File: src/rtl/slice_column_sequencer.sv
// ==== slice_column_sequencer : per-frame column sweep (ray issue, fishbowl fix, wall height) ====
// ==== rev 1.0                                                                                 ====
`default_nettype none

module slice_column_sequencer #(
    parameter int NUM_COLS   = 160,
    parameter int COL_W      = 8,
    parameter int ANGLE_FRAC = 8,
    parameter int ANGLE_W    = 17,
    parameter int FOV_DEG    = 60,
    parameter int DIST_W     = 21,
    parameter int COS_FRAC   = 8,
    parameter int PROJ_CONST = 8896,
    parameter int PROJ_W     = 14,
    parameter int SCREEN_H   = 120,
    parameter int HEIGHT_W   = 8
) (
    input  logic                  clock,
    input  logic                  reset,
    input  logic                  start,
    input  logic [ANGLE_W-1:0]    player_angle,
    output logic                  busy,
    output logic                  done,
    output logic                  ray_valid,
    input  logic                  ray_ready,
    output logic [ANGLE_W-1:0]    ray_angle,
    output logic [COL_W-1:0]      ray_col,
    input  logic                  hit_valid,
    input  logic [DIST_W-1:0]     hit_dist_h,
    input  logic [DIST_W-1:0]     hit_dist_v,
    output logic [ANGLE_W-1:0]    beta_angle,
    input  logic [COS_FRAC:0]     cos_value,
    output logic                  slice_valid,
    input  logic                  slice_ready,
    output logic [COL_W-1:0]      slice_col,
    output logic [HEIGHT_W-1:0]   slice_height,
    output logic [HEIGHT_W-1:0]   slice_top
);

    localparam int STEP = FOV_DEG * (2 ** ANGLE_FRAC) / NUM_COLS;
    localparam int HALF = (FOV_DEG / 2) << ANGLE_FRAC;
    localparam int FULL = 360 << ANGLE_FRAC;
    localparam int AW2  = ANGLE_W + 2;
    localparam int PW   = DIST_W + COS_FRAC + 1;
    localparam int IW   = $clog2(PROJ_W);

    localparam logic [2:0] S_IDLE    = 3'd0;
    localparam logic [2:0] S_ISSUE   = 3'd1;
    localparam logic [2:0] S_WAIT    = 3'd2;
    localparam logic [2:0] S_CORRECT = 3'd3;
    localparam logic [2:0] S_DIVIDE  = 3'd4;
    localparam logic [2:0] S_EMIT    = 3'd5;

    logic [2:0]           state, state_next;
    logic [ANGLE_W-1:0]   pa;
    logic [COL_W-1:0]     col;
    logic [DIST_W-1:0]    dmin;
    logic [DIST_W:0]      divisor;
    logic [DIST_W:0]      rem;
    logic [PROJ_W-1:0]    quo;
    logic [IW-1:0]        iter;
    logic                 div_zero;

    logic [COL_W-1:0]     sel_col;
    logic [ANGLE_W-1:0]   sel_pa;
    logic [AW2-1:0]       col_off;
    logic [AW2-1:0]       raw;
    logic [ANGLE_W-1:0]   next_angle;
    logic [PW-1:0]        prod;
    logic [DIST_W:0]      corr;
    logic [DIST_W+1:0]    rem_sh;
    logic                 ge;
    logic [PROJ_W-1:0]    quo_next;
    logic [HEIGHT_W-1:0]  height_next;
    logic [HEIGHT_W-1:0]  top_next;
    logic                 last_col;
    logic                 last_iter;

    assign last_col  = (col == COL_W'(NUM_COLS - 1));
    assign last_iter = (iter == IW'(PROJ_W - 1));

    always_ff @(posedge clock) begin
        if (reset) state <= S_IDLE;
        else       state <= state_next;
    end

    always_comb begin
        state_next = state;
        case (state)
            S_IDLE:    if (start)       state_next = S_ISSUE;
            S_ISSUE:   if (ray_ready)   state_next = S_WAIT;
            S_WAIT:    if (hit_valid)   state_next = S_CORRECT;
            S_CORRECT:                  state_next = S_DIVIDE;
            S_DIVIDE:  if (last_iter)   state_next = S_EMIT;
            S_EMIT:    if (slice_ready) state_next = last_col ? S_IDLE : S_ISSUE;
            default:                    state_next = S_IDLE;
        endcase
    end

    always_comb begin
        busy        = (state != S_IDLE);
        ray_valid   = (state == S_ISSUE);
        slice_valid = (state == S_EMIT);
    end

    // Angle of the column about to be issued: column 0 from the live input on
    // start, otherwise the following column from the latched heading.
    always_comb begin
        sel_col = (state == S_IDLE) ? '0 : col + 1'b1;
        sel_pa  = (state == S_IDLE) ? player_angle : pa;
        col_off = AW2'(sel_col) * AW2'(STEP);
        raw     = AW2'(sel_pa) + AW2'(HALF) - col_off;
        if (raw[AW2-1])
            next_angle = raw[ANGLE_W-1:0] + ANGLE_W'(FULL);
        else if (raw >= AW2'(FULL))
            next_angle = raw[ANGLE_W-1:0] - ANGLE_W'(FULL);
        else
            next_angle = raw[ANGLE_W-1:0];
    end

    assign beta_angle = ANGLE_W'(col) * ANGLE_W'(STEP) - ANGLE_W'(HALF);

    always_comb begin
        prod        = PW'(dmin) * PW'(cos_value);
        corr        = (DIST_W + 1)'(prod >> COS_FRAC);
        rem_sh      = {rem, quo[PROJ_W-1]};
        ge          = (rem_sh >= {1'b0, divisor});
        quo_next    = {quo[PROJ_W-2:0], ge};
        if (div_zero || (quo_next > PROJ_W'(SCREEN_H)))
            height_next = HEIGHT_W'(SCREEN_H);
        else
            height_next = quo_next[HEIGHT_W-1:0];
        top_next    = (HEIGHT_W'(SCREEN_H) - height_next) >> 1;
    end

    always_ff @(posedge clock) begin
        if (reset) begin
            pa           <= '0;
            col          <= '0;
            ray_angle    <= '0;
            ray_col      <= '0;
            dmin         <= '0;
            divisor      <= '0;
            div_zero     <= 1'b0;
            rem          <= '0;
            quo          <= '0;
            iter         <= '0;
            slice_col    <= '0;
            slice_height <= '0;
            slice_top    <= '0;
            done         <= 1'b0;
        end else begin
            done <= 1'b0;
            case (state)
                S_IDLE: if (start) begin
                    pa        <= player_angle;
                    col       <= '0;
                    ray_angle <= next_angle;
                    ray_col   <= '0;
                end
                S_WAIT: if (hit_valid) begin
                    dmin <= (hit_dist_v < hit_dist_h) ? hit_dist_v : hit_dist_h;
                end
                S_CORRECT: begin
                    divisor  <= corr;
                    div_zero <= (corr == '0);
                    rem      <= '0;
                    quo      <= PROJ_W'(PROJ_CONST);
                    iter     <= '0;
                end
                S_DIVIDE: begin
                    // Dividend bits shift out of quo as quotient bits shift in.
                    rem  <= ge ? (DIST_W + 1)'(rem_sh - {1'b0, divisor})
                               : (DIST_W + 1)'(rem_sh);
                    quo  <= quo_next;
                    iter <= iter + 1'b1;
                    if (last_iter) begin
                        slice_col    <= col;
                        slice_height <= height_next;
                        slice_top    <= top_next;
                    end
                end
                S_EMIT: if (slice_ready) begin
                    if (last_col) begin
                        done <= 1'b1;
                    end else begin
                        col       <= col + 1'b1;
                        ray_col   <= col + 1'b1;
                        ray_angle <= next_angle;
                    end
                end
                default: ;
            endcase
        end
    end

endmodule

`default_nettype wire

File: config.mk
export PLATFORM = sky130hd
export DESIGN_NAME = slice_column_sequencer
export DESIGN_NICKNAME = d
export VERILOG_FILES = /design/src/rtl/slice_column_sequencer.sv
export SDC_FILE = /design/constraint.sdc
export NUM_CORES = 1
export LEC_CHECK = 0
export ABC_AREA = 1
export ABC_CLOCK_PERIOD_IN_PS = 7640
export BUFFER_PORTS_ARGS = -buffer_cell sky130_fd_sc_hd__buf_4
export CORE_AREA = 2 2 187 189
export DETAILED_ROUTE_END_ITERATION = 7
export DIE_AREA = 0 0 189 191
export GPL_TIMING_DRIVEN = 1
export PLACE_DENSITY = 0.67
export SYNTH_ARGS = -nofsm -noshare
export SYNTH_HDL_FRONTEND = slang
export SYNTH_SLANG_ARGS = --single-unit
File: constraint.sdc
create_clock -name clock -period 7.64 [get_ports clock]
set_input_delay 1.528 -clock clock [delete_from_list [all_inputs] [get_ports clock]]
set_output_delay 1.528 -clock clock [all_outputs]
set_load 0.03 [all_outputs]
==> run summary <==
nets@finish - 2815
Area contributors post-synth - dfxtp_1 (19%), fa_1 (16%), nand2_1 (13%), inv_1 (11%), ha_1 (10%)
placed insts - 2906
filler instances - 3381
WL met3 - 2.02 mm
dpl hpwl - 33.6 mm
total track usage - 25.0%
critical path depth in cells - 21
root buf cell - clkbuf_16
antenna cells - 0
Hold Vio Cnt, Final - 0
CP Data Arrival Time - 6410 ps
CTS Sinks - 153
die width - 189 um
reg2reg end - ray_angle[15]
Peak Freq - 166 MHz
DRC - 0
placed cell area - 17800 um^2
Placeable Area - 34100 um^2
final wirelength - 42.8 mm
Setup WS post-layout - 1610 ps
crit path cell chain - buf_4 > nand2_1 > fa_1 > inv_1 > fa_1 > fa_1 > inv_1 > fa_1 > inv_1 > ha_1 > nand2_1 > o21ai_0 > a21oi_1 > nand3_1 > xnor2_1 > nand3_1 > nor2_1 > nand2_1 > nor2_1 > nand3_1 > a21oi_1
Crit Path Max Fanout - 21
global-route wire length before repair - 73.7 mm
CTS Hold Buffers Added - 0
post-cts sizing count - 0
Reg clk slew, reported paths - 70 ps
post-synthesis register bit count - 153
Die Y - 191 um
num ports - 144
Mapped Area - 16600 um^2
setup violators final - 0
Top Layer Used - met4
via count - 15300
wire length per cell - 14.6 um
layout cells sized above 1 - 10.2%
sequential standard cell area - 3060 um^2
Yosys top cell area share - 18.5%
Post-CTS Setup Bufs - 0
Worst Setup SP - cos_value[5]
Ys Warns - 0
DRT Pass-1 Iters - 5
CP Data Required Time - 8020 ps
cell repeated most along the worst path - fa_1
row count - 68
IR drop worst, VDD - 510 uV
worst hold path type - flip-flop to flip-flop
Crit path buffers/inverters - 4
post-route ant nets - 0
final instance area - 18400 um^2
CP Capture Type - flip-flop
met2 routed WL - 20.5 mm
total negative slack - 0 ps
post-synthesis sequential area ratio - 18.5%
Setup crit end - div_zero
DR iter-0 viols - 1199
htree depth - 4
largest net degree at the start of global routing - 69
Yosys cell types - 55
P&R area growth vs syn - 11.0%
Layout Utilization - 53.8%
syn_area_per_cell - 6.89 um^2
Clock Tree Buf Depth - 2
max-cap viol count - 0
Setup WS pre-CTS - 1210 ps
period utilisation layout - 78.9%
Num CTS Buffers - 17
Worst Max-Slew Pin Slew - 1120 ps
Starting Density - 48.5%
metal1 wirelength - 18.9 mm
r2r startpoint - state[2]
overflow left after global routing - 0
Final Non-Filler Cells - 2937
skew final - 14.7 ps
CP startpoint kind - input port
PwrDens - 444 nW/um^2
worst r2r path cells - 30
Worst slew margin - 25.1%
antenna violations before repair - 0
Skew-Pair Late Insertion Delay - 450 ps
status - finished, final reports clean
Reg2Reg Setup Slack - 2170 ps
IO buf count - 137
RSZ-0062 raised after global routing - no
vias per inst - 5.20
TritonCTS clock tree - built
fin. max-slew vios - 0
die area - 36100 um^2
Setup CP Type - input port to flip-flop
RD Place Congestion - 0.924
vias in the first global route - 15300
CP max stage delay - 560 ps
fin crit period - 6030 ps
cell taking the most area after synthesis - dfxtp_1
multi-input logic area - 11300 um^2
Leak Pwr - 0.0100 uW
Slowest cell on crit path - fa_1
Post-Synthesis Cells - 2404
family with the most delay on the worst path - adder cells
hold path depth - 2
-- power by group --
part / switching (uW) / internal [uW]
Combinational: 4100 / 2130
Sequential: 139 / 948
Clock: 383 / 460
Total: 4620 / 3540
-- layer usage --
layer	global-route usage, %	up-vias
li1	-	7688
met1	31.3	7162
met2	43.2	352
met3	3.76	85
met4	9.65	0
met5	0	-
-- worst reg2reg max path, delay by kind of cell, from the launching register on --
family / cells / cell delay, ps
xor gates and xnor gates: 1 / 370
DFF: 1 / 480
and+or+nand+nor: 15 / 2050
buffers and inverters: 6 / 670
adders and majority gates: 4 / 1110
AOI/OAI and AO/OA: 4 / 730
-- layout make-up --
| class | instances | area share [%] |
|---|---|---|
| multi-input cells | 1674 | 61.4 |
| flip-flops and latches | 153 | 16.7 |
| inverters | 479 | 9.79 |
| repair buffers | 146 | 6.01 |
| well taps | 455 | 3.10 |
| clock buffers | 19 | 2.41 |
| clock inverters | 11 | 0.613 |
-- synth_stat cells, drive strengths merged --
cell type and count:
nand2 598, inv 477, a21oi 223, dfxtp 153, o21ai 143, nor2 137
fa 135, ha 135, nand3 93, clkbuf 83, o211ai 37, xnor2 27
xor2 25, nor3 21, buf 20, nand4 17, a211oi 15, a21o 10
a31oi 8, o21bai 8, nor4 7, or2 5, nand3b 4, o21a 3
o22ai 3, a31o 2, and3 2, clkinv 2, o221a 2, o221ai 2
a2111oi 1, a32o 1, and2 1, conb 1, o211a 1, o311ai 1
or4 1
-- cells by family (layout without fill, tap and decap cells) --
group	Yosys count	after routing	synth area share, %
AOI/OAI and AO/OA	460	460	15.6
xor gates and xnor gates	52	52	2.91
adders and majority gates	270	270	26.5
buffers and inverters	582	655	13.6
DFF	153	153	18.5
other	1	6	0.0227
and+or+nand+nor	886	886	22.9
-- registers in the layout (all words and copies together) (netlist names) --
signal        count
divisor          22
col               8
slice_height      8
slice_top         7
div_zero          1
slice_col         8
ray_angle        17
iter              4
pa               17
rem              22
state             3
dmin             21
done              1
quo              14
-- stage by stage --
| stage | power [uW] | hold WS (ps) |
|---|---|---|
| 2_1_floorplan | 5940 | 430 |
| 3_3_place_gp | 7230 | 429 |
| 3_5_place_dp | 7290 | 432 |
| 4_1_cts | 8170 | 443 |
| 5_1_grt | 9060 | 455 |
| 6_report | 8160 | 439 |
-- layout by cell type, fill, tap and decap left out, drive strengths merged, types with 2 or more instances in the layout --
| cell type | n |
|---|---|
| or2 | 5 |
| nand2 | 598 |
| a31o | 2 |
| o221ai | 2 |
| o21a | 3 |
| nand3 | 93 |
| clkinvlp | 3 |
| nor2 | 137 |
| clkbuf | 19 |
| o21bai | 8 |
| buf | 146 |
| clkinv | 3 |
| nor4 | 7 |
| o221a | 2 |
| o21ai | 143 |
| xnor2 | 27 |
| inv | 483 |
| nand3b | 4 |
| o22ai | 3 |
| ha | 135 |
| nor3 | 21 |
| nand4 | 17 |
| a211oi | 15 |
| dfxtp | 153 |
| a21o | 10 |
| fa | 135 |
| o211ai | 37 |
| conb | 6 |
| a31oi | 8 |
| xor2 | 25 |
| and3 | 2 |
| a21oi | 223 |
-- how the worst min path moves through the flow --
stage,start,endpoint,slack [ps]
after CTS,slice_height[7],slice_height[7],440
after floorplan,pa[10],pa[10],430
after global routing,slice_top[6],slice_top[6],460
final,slice_top[6],slice_top[6],440
after detailed placement,slice_height[7],slice_height[7],430
after global placement,slice_height[7],slice_height[7],430
Note: power is estimated with default switching activity, not from simulation.
